## config.mk

```make
export PLATFORM = sky130hd
export DESIGN_NAME = timer_sequencer
export DESIGN_NICKNAME = d
export VERILOG_FILES = /design/src/rtl/timer_sequencer.sv
export SDC_FILE = /design/constraint.sdc
export NUM_CORES = 1
export LEC_CHECK = 0
export CAP_MARGIN = 25
export CORE_ASPECT_RATIO = 1.4
export CORE_MARGIN = 3
export CORE_UTILIZATION = 53
export DETAILED_ROUTE_END_ITERATION = 10
export GPL_TIMING_DRIVEN = 0
export PLACE_DENSITY_LB_ADDON = 0.2
export SLEW_MARGIN = 20
export SYNTH_ARGS = -nofsm -noshare
export SYNTH_HDL_FRONTEND = slang
export SYNTH_SLANG_ARGS = --single-unit
```

## constraint.sdc

```tcl
create_clock -name clk -period 3.95 [get_ports clk]
set_input_delay 0.395 -clock clk [delete_from_list [all_inputs] [get_ports clk]]
set_output_delay 0.395 -clock clk [all_outputs]
set_load 0.02 [all_outputs]
```

## src/rtl/timer_sequencer.sv

```systemverilog
// Programmable one-shot / auto-reload timer sequencer around a WIDTH-bit up-counter.
// Start/stop/pause commands, prescaled ticks, one-cycle done pulse on terminal count.
module timer_sequencer #(
    parameter int WIDTH = 4,
    parameter int PRE_W = 4
) (
    input  logic             clk,
    input  logic             rst,
    input  logic             start,
    input  logic             stop,
    input  logic             pause,
    input  logic             mode,
    input  logic [WIDTH-1:0] load_val,
    input  logic [PRE_W-1:0] prescale,
    output logic [WIDTH-1:0] q,
    output logic             busy,
    output logic             done,
    output logic [1:0]       state
);

    typedef enum logic [1:0] {
        IDLE  = 2'b00,
        RUN   = 2'b01,
        PAUSE = 2'b10,
        DONE  = 2'b11
    } state_t;

    state_t           cur, nxt;
    logic [PRE_W-1:0] pre_cnt, pre_cnt_nxt;
    logic [WIDTH-1:0] q_nxt;
    logic             done_nxt;
    logic [WIDTH-1:0] term_l, term_nxt;
    logic             mode_l, mode_nxt;
    logic [PRE_W-1:0] prescale_l, prescale_nxt;

    logic tick;
    logic at_term;
    logic load;
    logic count_edge;

    assign tick    = (pre_cnt == prescale_l);
    assign at_term = (q == term_l);
    assign load    = ((cur == IDLE) || (cur == DONE)) && start && !stop;
    // The edge that leaves PAUSE counts like a RUN edge, so a pause of L cycles costs exactly L cycles.
    assign count_edge = ((cur == RUN) || (cur == PAUSE)) && !stop && !pause;

    always_ff @(posedge clk or negedge rst) begin
        if (!rst) cur <= IDLE;
        else      cur <= nxt;
    end

    always_comb begin
        nxt = cur;
        unique case (cur)
            IDLE: begin
                if (start && !stop) nxt = RUN;
            end
            RUN, PAUSE: begin
                if (stop)
                    nxt = IDLE;
                else if (pause)
                    nxt = PAUSE;
                else if (tick && at_term && !mode_l)
                    nxt = DONE;
                else
                    nxt = RUN;
            end
            DONE: begin
                if (stop)       nxt = IDLE;
                else if (start) nxt = RUN;
            end
            default: nxt = IDLE;
        endcase
    end

    always_comb begin
        q_nxt        = q;
        pre_cnt_nxt  = pre_cnt;
        done_nxt     = 1'b0;
        term_nxt     = term_l;
        mode_nxt     = mode_l;
        prescale_nxt = prescale_l;
        if (stop && (cur != IDLE)) begin
            q_nxt       = '0;
            pre_cnt_nxt = '0;
        end else if (load) begin
            term_nxt     = load_val;
            mode_nxt     = mode;
            prescale_nxt = prescale;
            q_nxt        = '0;
            pre_cnt_nxt  = '0;
        end else if (count_edge) begin
            if (tick) begin
                pre_cnt_nxt = '0;
                if (at_term) begin
                    done_nxt = 1'b1;
                    q_nxt    = mode_l ? '0 : q;
                end else begin
                    q_nxt = q + 1'b1;
                end
            end else begin
                pre_cnt_nxt = pre_cnt + 1'b1;
            end
        end
    end

    always_ff @(posedge clk or negedge rst) begin
        if (!rst) begin
            q          <= '0;
            pre_cnt    <= '0;
            done       <= 1'b0;
            term_l     <= '0;
            mode_l     <= 1'b0;
            prescale_l <= '0;
        end else begin
            q          <= q_nxt;
            pre_cnt    <= pre_cnt_nxt;
            done       <= done_nxt;
            term_l     <= term_nxt;
            mode_l     <= mode_nxt;
            prescale_l <= prescale_nxt;
        end
    end

    assign busy  = (cur == RUN) || (cur == PAUSE);
    assign state = cur;

endmodule

```

==> reports/qor.csv, run 1 <==
stage;metric;value;unit
run_status;status;finished, final reports clean;
worst_setup_path;reg2reg path depth;7;
worst_setup_path;Critical Path RT;3560;ps
yosys;Post-synth EDFFs;0;
worst_setup_path;reg-to-reg slack, setup;1840;ps
worst_setup_path;Critical Path AT;1770;ps
global_routing;pin count of the biggest net entering global routing;21;
worst_setup_path;family with the most delay on the worst path;buffers and inverters;
worst_setup_path;Worst setup SP type;flop;
yosys;synth cell count leaders;20 x dfrtp_1, 11 x nand2_1, 9 x mux2_2;
power_and_ir_drop;Max VDD drop;0.000425;V
floorplanning;Horiz. Die Dim;43.9;um
power_and_ir_drop;Clk pwr share;11.1;%
sta;setup TNS;0;ps
floorplanning;row count;18;
yosys;Yosys reg bits;20;
clocking;clk slew on worst S/H paths;100;ps
cells_and_area;# fillers;140;
yosys;most frequent cell after synthesis;dfrtp_1;
worst_hold_path;Hold Crit Start;prescale_l[0];
sta;Final Hold Fails;0;
yosys;Cell variety after synth;32;
job;max cap viols;0;
power_and_ir_drop;switching share of power;38.8;%
power_and_ir_drop;combinational group share of total power;47.9;%
global_routing;vias in the first global route;913;
global_routing;first-pass GRT wire length;3880;um
placed_design;Placer Congestion;0.826;
clocking;Setup Fix Bufs, Post-CTS;0;
sta;relative max-transition margin;41.9;%
yosys;Post-Syn Area;1060;um2
cells_and_area;layout net count;143;
power_and_ir_drop;Int Power;0.516;mW
placed_design;dpl cells;140;
sta;Slew @ Worst Pin;869;ps
power_and_ir_drop;Lkg Pwr;0.578;nW
worst_setup_path;Crit Reg-Reg Endpoint;pre_cnt[3];
power_and_ir_drop;Sw Pwr;0.328;mW
clocking;Skew-Pair Late Insertion Delay;290;ps
global_routing;aggregate global-route resource usage;20.6;%
drt;post-route ant nets;0;
sta;Max Freq;462;MHz
worst_setup_path;Slowest-stage cell, CP;clkdlybuf4s50_1;
yosys;syn_nets;117;
worst_setup_path;crit path max fanout;5;
sta;RSZ-0062 raised after global routing;false;
clocking;CTS-repair resized insts;0;
clocking;Sink Count;20;
global_routing;global route total overflow;0;
sta;Worst Clk Skew;3.03;ps
yosys;YS warnings;0;
yosys;Yosys top cell by area;dfrtp_1;
sta;min Tclk post-route;2170;ps
cells_and_area;synth-to-layout area growth;24.2;%
drt;initial drt markers;18;
drt;WL/cell;15.4;um
power_and_ir_drop;pwr/cell area;638;nW/um2
power_and_ir_drop;Reg power frac;41.1;%
floorplanning;core area;1820;um2
drt;drt first pass iters;4;
clocking;H-tree depth;1;
yosys;Post-Syn Instances;99;
floorplanning;Die H;59.0;um
worst_setup_path;CP Class;flop to output pin;
worst_hold_path;path type of the worst min-delay path;flop to flop;
clocking;CTS Buf Count;3;
power_and_ir_drop;Design Power;0.843;mW
yosys;sequential area share after synthesis;47.0;%
cells_and_area;layout cells sized above 1;14.6;%
yosys;Area contributors post-synth;dfrtp_1 47%, mux2_2 9.5%, ha_1 4.7%, nand2_1 3.9%, xnor2_1 3.3%;
yosys;Yosys top cell area share;47.0;%
worst_setup_path;reg2reg start;state[0];
drt;final wirelength;2200;um
yosys;prevailing post-synth register cell;dfrtp_1;
yosys;Avg Inst Size Synth;10.8;um2
clocking;# hold bufs at CTS;0;
clocking;TritonCTS clock tree;done;
floorplanning;Die Area;2590;um2
cells_and_area;diodes inserted;0;
floorplanning;I/O pins;22;
yosys;fraction of registers with async set/reset;100;%
cells_and_area;final non-filler cell total;143;
worst_setup_path;worst path bufs/invs;2;
clocking;clk buf depth;2;
worst_setup_path;crit-path max cell delay;630;ps
worst_hold_path;worst hold stages;1;
sta;Final Slew Violations;0;
drt;Via Count;874;
placed_design;hpwl dp;1660;um
worst_setup_path;crit end category;output pin;
sta;period utilization;54.8;%
global_routing;initial antenna violation count;0;
worst_hold_path;Min-Delay Endpoint;prescale_l[0];
worst_setup_path;worst path cell trace;inv_1 -> ha_1 -> clkdlybuf4s50_1;
sta;final setup fails;0;
placed_design;Port Buffers;21;
drt;Remaining DRCs;0;
clocking;Clock Tree Root;clkbuf_4;
drt;Via-to-Cell Ratio;6.11;
floorplanning;Initial Util;58.4;%
-- worst max path at each step --
| stage | start | end | slack [ps] | cells after the start |
|---|---|---|---|---|
| 2_1_floorplan | state[0] | pre_cnt[3] | 1770 | 7 |
| 3_3_place_gp | stop | pre_cnt[3] | 1780 | 6 |
| 3_5_place_dp | stop | pre_cnt[3] | 1720 | 6 |
| 4_1_cts | state[0] | busy | 1790 | 3 |
| 5_1_grt | state[0] | busy | 1680 | 3 |
| 6_report | state[0] | busy | 1790 | 3 |
-- power groups by stage --
stage / Clock, mW / Combinational (mW) / Sequential [mW]
3_5_place_dp: 0 / 0.405 / 0.348
2_1_floorplan: 0 / 0.272 / 0.351
3_3_place_gp: 0 / 0.383 / 0.345
6_report: 0.0934 / 0.404 / 0.346
5_1_grt: 0.110 / 0.445 / 0.356
4_1_cts: 0.0961 / 0.406 / 0.344
-- cell families after synthesis --
| group | synth area share [%] |
|---|---|
| simple gates | 15.0 |
| flops | 47.0 |
| compound gates | 14.0 |
| mux | 9.52 |
| xor+xnor | 6.58 |
| buf+inv | 3.17 |
| fa+ha+maj | 4.70 |
-- stage by stage --
stage / utilization (%) / worst slack [ps] / area, um2 / hold slack (ps)
2_1_floorplan: - / 1770 / 1060 / 99.4
3_3_place_gp: 71.3 / 1780 / 1300 / 511
3_5_place_dp: 71.3 / 1720 / 1300 / 522
4_1_cts: 72.5 / 1790 / 1320 / 546
5_1_grt: 72.5 / 1680 / 1320 / 558
6_report: 72.5 / 1790 / 1320 / 540
-- worst reg2reg max path: cells and delay by family, from the launching register on --
family,cells,cell delay (ps)
fa+ha+maj,1,370
simple gates,2,710
compound gates,2,310
buf+inv,2,230
flops,1,420
-- cell type report --
type                    instances  area [um2]  share of cell area [%]
repair buffers                 21         210                    15.9
clock buffers                   3        22.5                    1.70
plain buffers                   3        15.0                    1.14
inverters                       5        18.8                    1.42
flip-flops and latches         20         500                    37.8
well taps                      20        25.0                    1.89
multi-input cells              71         531                    40.1
-- layer usage --
| metal | vias up | wire, um | GRT usage (%) |
|---|---|---|---|
| met4 | 0 | 36 | 10.8 |
| met1 | 423 | 873 | 21.7 |
| met5 | - | 0 | 0 |
| met2 | 34 | 1150 | 36.3 |
| met3 | 6 | 135 | 5.78 |
| li1 | 411 | - | - |
-- sequential cells by signal (all words and copies together) (netlist names) --
name        count
pre_cnt         4
done            1
prescale_l      4
state           2
term_l          4
mode_l          1
q               4
-- layout by cell type (no fill, tap or decap), types with 2 or more instances in the layout --
cell,instances
a21o_1,2
buf_2,3
clkbuf_4,3
clkdlybuf4s50_1,21
dfrtp_1,20
ha_1,4
inv_1,5
mux2_2,9
nand2_1,11
nand3_1,5
nand4_1,3
nor2_1,3
nor3b_1,3
o211a_1,2
o21ai_0,2
o22ai_1,3
xnor2_1,4
xor2_1,4
Power figures use the tool's default switching activity.
==> run 2: changes to the inputs <==
--- a/config.mk
+++ b/config.mk
@@ -8,7 +8,7 @@
 export CAP_MARGIN = 25
 export CORE_ASPECT_RATIO = 1.4
 export CORE_MARGIN = 3
-export CORE_UTILIZATION = 53
+export CORE_UTILIZATION = 49
 export DETAILED_ROUTE_END_ITERATION = 10
 export GPL_TIMING_DRIVEN = 0
 export PLACE_DENSITY_LB_ADDON = 0.2
==> constraint.sdc (replaced) <==
create_clock -name clk -period 2 [get_ports clk]
set_input_delay 0.2 -clock clk [delete_from_list [all_inputs] [get_ports clk]]
set_output_delay 0.2 -clock clk [all_outputs]
set_load 0.02 [all_outputs]
==> run 2 against run 1 <==
  * Clock-buffer cell count did not move
  * Sequential power grew 97%
  * First-iteration DRC count increased by 39%
  * Power up 110%
  * Final cell count grew 2.8%
  * Critical path depth rose by 4
  * Critical endpoint is now pre_cnt[3]
==> reports/qor.csv, run 2 (synthesis gave the netlist of run 1 again) <==
stage;metric;value;unit
sta;Max Freq;514;MHz
drt;initial drt markers;25;
drt;drt first pass iters;4;
global_routing;pin count of the biggest net entering global routing;21;
drt;WL/cell;14.4;um
sta;Final Slew Violations;0;
clocking;H-tree depth;1;
clocking;TritonCTS clock tree;done;
worst_setup_path;Worst setup SP type;flop;
worst_setup_path;Slowest-stage cell, CP;dfrtp_2;
clocking;Clock Tree Root;clkbuf_4;
cells_and_area;fin util;68.0;%
drt;post-route ant nets;0;
worst_hold_path;path type of the worst min-delay path;input port to async pin;
worst_setup_path;worst path cell trace;inv_2 -> ha_4 -> or3b_4 -> buf_6 -> or3_1 -> a21o_1 -> a21boi_2;
sta;period utilization;97.3;%
placed_design;Port Buffers;21;
drt;Via-to-Cell Ratio;5.69;
power_and_ir_drop;Lkg Pwr;0.597;nW
cells_and_area;diodes inserted;0;
sta;setup TNS;0;ps
sta;Worst Clk Skew;2.04;ps
global_routing;vias in the first global route;837;
worst_setup_path;Critical Path AT;2180;ps
floorplanning;Horiz. Die Dim;45.4;um
run_status;status;finished, final reports clean;
sta;RSZ-0062 raised after global routing;false;
floorplanning;row count;19;
sta;Slew @ Worst Pin;891;ps
floorplanning;core area;2020;um2
clocking;Sink Count;20;
worst_setup_path;crit end category;flop;
worst_setup_path;family with the most delay on the worst path;simple AND/OR/NAND/NOR gates;
cells_and_area;most common cell after layout, fill and taps aside;clkdlybuf4s50_1;
job;max cap viols;0;
placed_design;hpwl dp;1600;um
clocking;CTS Buf Count;3;
clocking;clk slew on worst S/H paths;100;ps
clocking;clk buf depth;2;
drt;Via Count;836;
cells_and_area;synth-to-layout area growth;29.1;%
sta;relative max-transition margin;40.4;%
worst_setup_path;crit path max fanout;8;
worst_setup_path;Critical Path RT;2230;ps
floorplanning;I/O pins;22;
floorplanning;Die H;61.2;um
worst_setup_path;worst path bufs/invs;2;
global_routing;aggregate global-route resource usage;17.3;%
cells_and_area;layout cells sized above 1;21.4;%
power_and_ir_drop;pwr/cell area;1270;nW/um2
global_routing;global route total overflow;0;
floorplanning;Initial Util;52.7;%
cells_and_area;highest-count cells in the layout ignoring fill and taps;21 x clkdlybuf4s50_1, 18 x dfrtp_1, 11 x nand2_1, 9 x mux2_2, 5 x nand3_1;
sta;final setup fails;0;
clocking;Skew-Pair Late Insertion Delay;290;ps
sta;min Tclk post-route;1950;ps
drt;final wirelength;2120;um
sta;Final Hold Fails;0;
worst_setup_path;CP Class;flop to flop;
cells_and_area;# fillers;166;
power_and_ir_drop;Max VDD drop;0.000782;V
global_routing;first-pass GRT wire length;3510;um
floorplanning;Die Area;2780;um2
drt;Remaining DRCs;0;
global_routing;initial antenna violation count;0;
placed_design;Placer Congestion;0.829;
clocking;# hold bufs at CTS;0;
worst_setup_path;crit-path max cell delay;410;ps
cells_and_area;layout net count;146;
==> run 2: cell count changes in the layout (fill, tap and decap cells not counted), sizes merged <==
cell / delta
buf: +3
==> run 2: cell type report <==
class,instances,area (um2),share of cell area (%)
Multi-Input combinational cell,71,551,40.0
Sequential cell,20,503,36.6
Timing Repair Buffer,24,233,16.9
Tap cell,21,26.3,1.91
Clock buffer,3,22.5,1.64
Buffer,3,21.3,1.55
Inverter,5,18.8,1.36
==> run 2: worst register-to-register path, delay by kind of cell (launching register included) <==
kind,cells,cell delay (ps)
AOI/OAI and AO/OA,2,290
adders and majority gates,1,280
buffers and inverters,2,190
DFF,1,410
and+or+nand+nor,2,710
==> run 2: report_power, final <==
part | internal (mW) | switching (mW) | leakage, nW
Combinational | 0.472 | 0.404 | 0.331
Clock | 0.0700 | 0.115 | 0.0138
Sequential | 0.553 | 0.129 | 0.252
Total | 1.09 | 0.648 | 0.597
==> run 2: per-layer routing <==
layer | up-vias | part of all wire, % | track usage, %
met3 | 2 | 3.3 | 1.75
met2 | 16 | 53 | 31.5
met5 | - | 0 | 0
met1 | 403 | 42 | 19.4
met4 | 0 | 1.1 | 8.37
li1 | 415 | - | -
==> run 2: per-stage QoR <==
step	setup WS (ps)	instance area, um2	std cells	power, mW	hold WS [ps]
floorplan	6.87	1080	99	1.27	-95.6
global placement	18.1	1320	141	1.48	512
detailed placement	2.98	1320	141	1.52	522
CTS	27.8	1340	144	1.71	426
global route	4.44	1380	147	1.87	453
finish	53.7	1380	147	1.74	403
==> run 2: final timing paths <==
kind                       depth (start not counted)          start  slack, ps       endpoint
max                                                7       state[0]         50     pre_cnt[3]
min                                                1            rst        400  prescale_l[3]
max in group asynchronous                          1            rst       1000       state[0]
min reg2reg                                        1  prescale_l[2]        540  prescale_l[2]
max reg2reg                                        7       state[0]         50     pre_cnt[3]
min in group clk                                   2    prescale[1]        510  prescale_l[1]
==> run 2: timing repair <==
item                       4_1_cts  5_1_grt
gates resized for setup          0        5
setup endpoints to repair        0        6
buffers inserted                 0        3
hold endpoints to repair         0        0
